===== config.mk =====
export PLATFORM = sky130hd
export DESIGN_NAME = stepped_enum
export DESIGN_NICKNAME = d
export VERILOG_FILES = /design/src/rtl/stepped_enum.sv
export SDC_FILE = /design/constraint.sdc
export NUM_CORES = 1
export LEC_CHECK = 0
export ABC_AREA = 1
export CAP_MARGIN = 20
export CORE_MARGIN = 3
export CORE_UTILIZATION = 54
export CTS_BUF_LIST = sky130_fd_sc_hd__clkbuf_4 sky130_fd_sc_hd__clkbuf_8 sky130_fd_sc_hd__clkbuf_16
export CTS_CLUSTER_SIZE = 20
export DETAILED_ROUTE_END_ITERATION = 8
export PLACE_DENSITY = 0.84
export SLEW_MARGIN = 25
export SYNTH_ARGS = -nofsm -noshare
export SYNTH_HDL_FRONTEND = slang
export SYNTH_SLANG_ARGS = --single-unit

===== constraint.sdc =====
create_clock -name clock -period 3.4 [get_ports clock]
set_clock_uncertainty 0.1 [all_clocks]
set_input_delay 0.68 -clock clock [delete_from_list [all_inputs] [get_ports clock]]
set_output_delay 0.68 -clock clock [all_outputs]
set_load 0.005 [all_outputs]

===== src/rtl/stepped_enum.sv =====
// Arithmetic-sequence generator for [min, min+step .. max], one element per
// req/ack handshake, with explicit last-element and nil (exhausted) flags.
module stepped_enum #(
  parameter int WIDTH  = 8,
  parameter bit SIGNED = 1'b0
) (
  input  logic             clock,
  input  logic             reset_n,
  input  logic             ready,
  input  logic [WIDTH-1:0] min,
  input  logic [WIDTH-1:0] step,
  input  logic [WIDTH-1:0] max,
  input  logic             req,
  output logic             ack,
  output logic [WIDTH-1:0] value,
  output logic             last,
  output logic             nil
);

  localparam int XW = WIDTH + 2;

  typedef enum logic [1:0] {
    IDLE = 2'd0,
    RUN  = 2'd1,
    DONE = 2'd2
  } state_t;

  state_t           r_state;
  logic             r_last_ready;
  logic [WIDTH-1:0] r_cur;
  logic [WIDTH-1:0] r_step;
  logic [WIDTH-1:0] r_max;
  logic             r_ack;
  logic [WIDTH-1:0] r_value;
  logic             r_last;
  logic             r_nil;

  state_t           w_state_nxt;
  logic [WIDTH-1:0] w_cur_nxt;
  logic [WIDTH-1:0] w_step_nxt;
  logic [WIDTH-1:0] w_max_nxt;
  logic             w_ack_nxt;
  logic [WIDTH-1:0] w_value_nxt;
  logic             w_last_nxt;
  logic             w_nil_nxt;

  logic             w_arm;
  logic [XW-1:0]    w_min_in_x;
  logic [XW-1:0]    w_max_in_x;
  logic             w_empty;
  logic [XW-1:0]    w_cur_x;
  logic [XW-1:0]    w_step_x;
  logic [XW-1:0]    w_max_x;
  logic [XW-1:0]    w_nxt;
  logic [2:0]       w_top;
  logic             w_oor;
  logic             w_step_pos;
  logic             w_step_neg;
  logic             w_fin;

  // Extend to WIDTH+2 bits so every later compare can be done as signed.
  function automatic logic [XW-1:0] f_ext(input logic [WIDTH-1:0] x, input logic sgn);
    return sgn ? {{2{x[WIDTH-1]}}, x} : {2'b00, x};
  endfunction

  assign w_arm      = ready & ~r_last_ready;
  assign w_min_in_x = f_ext(min, SIGNED);
  assign w_max_in_x = f_ext(max, SIGNED);
  assign w_empty    = step[WIDTH-1] ? ($signed(w_min_in_x) < $signed(w_max_in_x))
                                    : ($signed(w_min_in_x) > $signed(w_max_in_x));

  assign w_cur_x    = f_ext(r_cur, SIGNED);
  assign w_step_x   = f_ext(r_step, 1'b1);
  assign w_max_x    = f_ext(r_max, SIGNED);
  assign w_nxt      = w_cur_x + w_step_x;
  assign w_top      = w_nxt[XW-1:WIDTH-1];

  // Signed results fit when the top three bits agree; unsigned when the two guard bits are clear.
  assign w_oor      = SIGNED ? ~((&w_top) | ~(|w_top)) : (|w_nxt[XW-1:WIDTH]);
  assign w_step_neg = r_step[WIDTH-1];
  assign w_step_pos = ~r_step[WIDTH-1] & (|r_step);
  assign w_fin      = (w_step_pos & ($signed(w_nxt) > $signed(w_max_x)))
                    | (w_step_neg & ($signed(w_nxt) < $signed(w_max_x)))
                    | w_oor;

  always_comb begin
    w_state_nxt = r_state;
    w_cur_nxt   = r_cur;
    w_step_nxt  = r_step;
    w_max_nxt   = r_max;
    w_ack_nxt   = 1'b0;
    w_value_nxt = r_value;
    w_last_nxt  = 1'b0;
    w_nil_nxt   = 1'b0;
    if (!ready) begin
      w_state_nxt = IDLE;
    end else if (w_arm) begin
      w_step_nxt  = step;
      w_max_nxt   = max;
      w_cur_nxt   = min;
      w_state_nxt = w_empty ? DONE : RUN;
    end else if (req) begin
      case (r_state)
        RUN: begin
          w_ack_nxt   = 1'b1;
          w_value_nxt = r_cur;
          w_last_nxt  = w_fin;
          if (w_fin) begin
            w_state_nxt = DONE;
          end else begin
            w_cur_nxt = w_nxt[WIDTH-1:0];
          end
        end
        DONE: begin
          w_ack_nxt = 1'b1;
          w_nil_nxt = 1'b1;
        end
        default: begin
          w_state_nxt = r_state;
        end
      endcase
    end
  end

  always_ff @(posedge clock or negedge reset_n) begin
    if (!reset_n) begin
      r_state      <= IDLE;
      r_last_ready <= 1'b0;
      r_cur        <= '0;
      r_step       <= '0;
      r_max        <= '0;
      r_ack        <= 1'b0;
      r_value      <= '0;
      r_last       <= 1'b0;
      r_nil        <= 1'b0;
    end else begin
      r_state      <= w_state_nxt;
      r_last_ready <= ready;
      r_cur        <= w_cur_nxt;
      r_step       <= w_step_nxt;
      r_max        <= w_max_nxt;
      r_ack        <= w_ack_nxt;
      r_value      <= w_value_nxt;
      r_last       <= w_last_nxt;
      r_nil        <= w_nil_nxt;
    end
  end

  assign ack   = r_ack;
  assign value = r_value;
  assign last  = r_last;
  assign nil   = r_nil;

endmodule


; Yosys cells after proc, flatten, opt, wreduce, memory -nomap -nowiden
; Cells that the tools add are included.
[op_classes]
reduce_logical = 9
magnitude_cmp = 4
eq_ne = 6
bitwise = 9
muxes = 23
add_sub_neg = 1
[op_table]
columns = cell, count
row1 = $mux W8, 4
row2 = $mux W1, 13
row3 = $mux W2, 6
row4 = $add A9 B8 Y10, 1
row5 = $gt A10 B9 Y1, 1
row6 = $lt A10 B9 Y1, 1
row7 = $ne A3 B1 Y1 const B, 3
row8 = $gt A8 B8 Y1, 1
row9 = $lt A8 B8 Y1, 1
row10 = $reduce_and A4 Y1, 2
row11 = $reduce_or A8 Y1, 1
row12 = $and A1 B1 Y1, 4
row13 = $reduce_bool A2 Y1, 2
row14 = $reduce_or A2 Y1, 2
row15 = $not A1 Y1, 3
row16 = $reduce_and A3 Y1, 1
row17 = $eq A2 B1 Y1 const B, 1
row18 = $eq A2 B2 Y1 const B, 1
row19 = $ne A2 B2 Y1 const B, 1
row20 = $or A1 B1 Y1, 2
row21 = $reduce_and A2 Y1, 1
[word_totals]
register_bits = 38
in_bits = 28
output_inout_bits = 11

; Logic depth before layout (Yosys ltp)
[logic_depth]
ltp_word = 10
mapped_depth = 23
mapped_depth_nobuf = 23

; Worst setup path before layout
; OpenSTA, ideal clock, no wires.
[synth_timing]
kind = register to register
start = register r_cur[0]
end = register r_cur[0]
path_slack_ps = 570
t_arrival_ps = 2613
setup_time_ps = 117
required_time_ps = 3183
synth_period_minus_slack_ps = 2830
stages_incl_launch_ff = 18
path_cell_list = dfrtp_1 ha_1 fa_1 nand3_1 nand3_1 a31oi_1 xor2_1 ha_1 nand2_1 inv_1 nand4_1 nor2_1 nor2_1 nand3_2 nand3_4 nand2_4 nand2_1 nand2_1
[synth_between]
elab_chain_cells = 7
elab_cells_between_ends = 14
[synth_rtl]
columns = element, line
row1 = from (decl), 30  ; logic [WIDTH-1:0] r_cur;
row2 = from (signal assigned), 139  ; r_cur <= w_cur_nxt;
row3 = $add A9 B8 Y10 (*), 75  ; assign w_nxt = w_cur_x + w_step_x;
row4 = $gt A10 B9 Y1 or $lt A10 B9 Y1 (tied branches), "82, 83"
row5 = "$and A1 B1 Y1, on equally long branches", "82, 83"
row6 = $or A1 B1 Y1, 83  ; | (w_step_neg & ($signed(w_nxt) < $signed(w_max_x)))
row7 = $or A1 B1 Y1, 84  ; | w_oor;
row8 = $ne A2 B2 Y1 (no line), --
row9 = $reduce_and A4 Y1 (no line), --
; Every way passes the cells marked *; elsewhere a longest branch is shown, timed or not. The select of a mux whose other input is x is not followed.
; A chain may end at the register's enable or synchronous reset.

; Final worst setup path
[layout_timing]
start = register r_cur[0]
end = register r_cur[2]
; Same word-level chain as after synthesis.

==> run_results.csv <==
group,metric,value,unit
power_and_ir_drop,total_power,2.05,mW
grt,grtUsageTotal,22.7,%
route,vias_per_cell,5.32,
worst_setup_path,required,3.49,ns
worst_setup_path,rr_startpoint,"r_cur[0]",
floorplan,rows,24,
grt,overflow,0,
grt,grt_max_degree,39,
placement,dp_hpwl,4420,um
logic_synthesis,ys_warn_count,0,
logic_synthesis,avgSynthCellArea,7.82,um2
logic_synthesis,seq_area_frac_synth,37.8,%
worst_setup_path,startpoint_type,"register",
worst_setup_path,path_max_fanout,9,
floorplan,die_h,74.3,um
route,firstDrtPassIters,4,
route,antenna_left,0,
logic_synthesis,synthesis.area,2520,um2
logic_synthesis,syn-num-nets,378,
final_layout,fin_nets,420,
logic_synthesis,synthAdderAreaFrac,14.2,%
status,outcome,"completed",
floorplan,io_pins,39,
final_layout,fill_cells,357,
placement,place_area,2960,um2
timing,fmax,0.313,GHz
clock_network,cts_tree,"built",
logic_synthesis,yosys.area_share.simple,29.7,%
logic_synthesis,synth_top_family_by_area,"simple AND/OR/NAND/NOR gates",
grt,antenna_found_initial,0,
logic_synthesis,synthMuxAreaShare,3.13,%
grt,grt_pass1_wl,9580,um
timing,min_period_over_period,94.0,%
timing,slew_violations,0,
floorplan,core_area,4410,um2
final_layout,layout_commonest_cell,"nand2_1",
logic_synthesis,synth-compound-area-share,5.91,%
power_and_ir_drop,p_leak,1.62,nW
placement,portBuffers,38,
route,drt_iter0_markers,106,
final_layout,syn2layout_area_growth,22.2,%
timing,fin_tns_setup,0,ns
floorplan,die_width,74.3,um
route,drt_wl_total,5810,um
worst_setup_path,regToRegEndpoint,"r_cur[2]",
clock_network,cts.path.max_buffers,2,
clock_network,hold_buffers,0,
power_and_ir_drop,ir_drop,0.340,mV
logic_synthesis,synth-seq-cells,38,
clock_network,cts_sinks,38,
logic_synthesis,synth_edf_count,0,
clock_network,h-tree-depth,2,
route,wl_per_cell,13.9,um
final_layout,antennaDiodeCount,0,
timing,grt_setup_unrepaired,"no",
clock_network,path_clk_slew,0.08,ns
logic_synthesis,synthDistinctLibCells,29,
timing,tightestPinTransition,0.838,ns
power_and_ir_drop,power.density,667,nW/um2
clock_network,clock_latency,0.30,ns
logic_synthesis,synth_xor_area_share,2.09,%
min_path,hp-class,"in -> async",
timing,final_hold_viol_count,0,
grt,grt_pass1_vias,2143,
timing,period_minus_slack,3.20,ns
route,drc_errors,0,
route,vias,2217,
logic_synthesis,synth_async_sr_flop_share,100,%
worst_setup_path,cp.arrival,3.29,ns
run,cap_violations,0,
final_layout,final_area,3080,um2
worst_setup_path,endpoint_kind,"register",
logic_synthesis,netlist_instances,322,
worst_setup_path,ff2ff_path_depth,19,
timing,slew_headroom,44.1,%
final_layout,drive_gt1_share,11.8,%
timing,finalSetupViolations,0,
final_layout,final_cell_mix,"110 x nand2_1, 41 x inv_1, 38 x dfrtp_1",
clock_network,cts_buffers,5,
floorplan,design.die.area,5520,um2
placement,place.gp.congestion,0.964,
worst_setup_path,r2r_slack,0.20,ns
clock_network,cts_root_buffer,"clkbuf_8",
logic_synthesis,ys.flop_type,"dfrtp_1",
floorplan,start_util,57.0,%
worst_setup_path,critical_path_class,"reg -> reg",
[stage by stage]
stage | hold slack [ns] | std cells | util, % | setup WS [ns]
CTS | 0.406 | 417 | 69.1 | 0.138
global route | 0.429 | 417 | 69.7 | 0.0181
detailed placement | 0.398 | 409 | 67.0 | 0.172
global placement | 0.378 | 409 | 67.0 | 0.268
floorplan | 0.284 | 322 | - | 0.570
finish | 0.374 | 417 | 69.7 | 0.203
[how the worst max path moves through the flow]
| stage | slack, ns | from | end | depth (start not counted) |
|---|---|---|---|---|
| floorplan | 0.57 | r_cur[0] | r_cur[0] | 17 |
| global placement | 0.27 | r_cur[0] | r_cur[1] | 17 |
| detailed placement | 0.17 | r_cur[0] | r_cur[3] | 17 |
| CTS | 0.14 | r_cur[0] | r_cur[3] | 17 |
| global route | 0.02 | r_cur[4] | r_cur[3] | 21 |
| finish | 0.20 | r_cur[0] | r_cur[2] | 19 |
[routing by layer]
| layer | up-vias | GRT usage (%) | routed length (um) | share of wire (%) |
|---|---|---|---|---|
| met5 | - | 0 | 0 | 0 |
| met4 | 0 | 10.1 | 178 | 3.1 |
| met3 | 18 | 4.32 | 279 | 4.8 |
| met2 | 59 | 37.2 | 2850 | 49 |
| met1 | 1033 | 29.4 | 2490 | 43 |
| li1 | 1107 | - | - | - |
[logic make-up after synthesis]
logic type / count (synthesis)
compound gates: 27
xor+xnor: 6
fa+ha+maj: 28
buf+inv: 48
flops: 38
mux: 7
simple gates: 168
[sequential cells by signal (all words and copies together) (netlist names)]
name / count
value: 8
last: 1
r_cur: 8
r_state: 2
nil: 1
r_max: 8
ack: 1
r_last_ready: 1
r_step: 8
[cell type report]
cell class	instances	area (um2)	area share (%)
repair buffers	40	390	12.7
flip-flops and latches	38	951	30.9
well taps	52	65.1	2.12
clock buffers	6	82.6	2.69
clock inverters	2	12.5	0.407
multi-input cells	236	1410	45.9
inverters	43	161	5.25
[synth_stat cells, types with 2 or more instances]
master	n	area [um2]
inv_2	2	7.51
nand4_1	4	25.0
a21oi_1	10	50.1
nor3_1	2	10.0
mux2_2	7	78.8
nor2_1	18	67.6
nand2_4	3	33.8
a31oi_1	2	12.5
clkbuf_1	5	18.8
nor2_2	2	12.5
nand3_2	3	30.0
dfrtp_1	38	951
xnor2_1	2	17.5
o21ai_0	11	55.1
ha_1	27	338
xor2_1	4	35.0
inv_1	41	154
nand2_2	5	31.3
nand2_1	111	417
nand3_1	16	80.1
[critical path: stages (launching register included)]
cell and delay [ns]:
dfrtp_1 0.42, ha_2 0.25, fa_2 0.37, nand3_1 0.10, nand3_1 0.13, a31oi_1 0.27, xor2_1 0.21, ha_1 0.26
nand2_2 0.09, inv_1 0.06, nand4_1 0.08, nand2_1 0.06, inv_2 0.05, nand2_2 0.06, nand2_2 0.06, nand2_2 0.06
nand3_4 0.14, nand2_4 0.11, nand2_1 0.14, nand2_1 0.06
[power by group]
| group | internal (mW) | total, mW | leakage (nW) | switching [mW] |
|---|---|---|---|---|
| registers | 0.557 | 0.643 | 0.482 | 0.0863 |
| clock network | 0.163 | 0.335 | 0.0472 | 0.172 |
| logic | 0.460 | 1.07 | 1.09 | 0.612 |
[repair_timing]
item / 4_1_cts / 5_1_grt
buffers inserted: 0 / 0
gates resized for setup: 0 / 6
endpoints found under the hold margin: 0 / 0
endpoints found under the setup margin: 0 / 9
(Power assumes the default switching activity.)
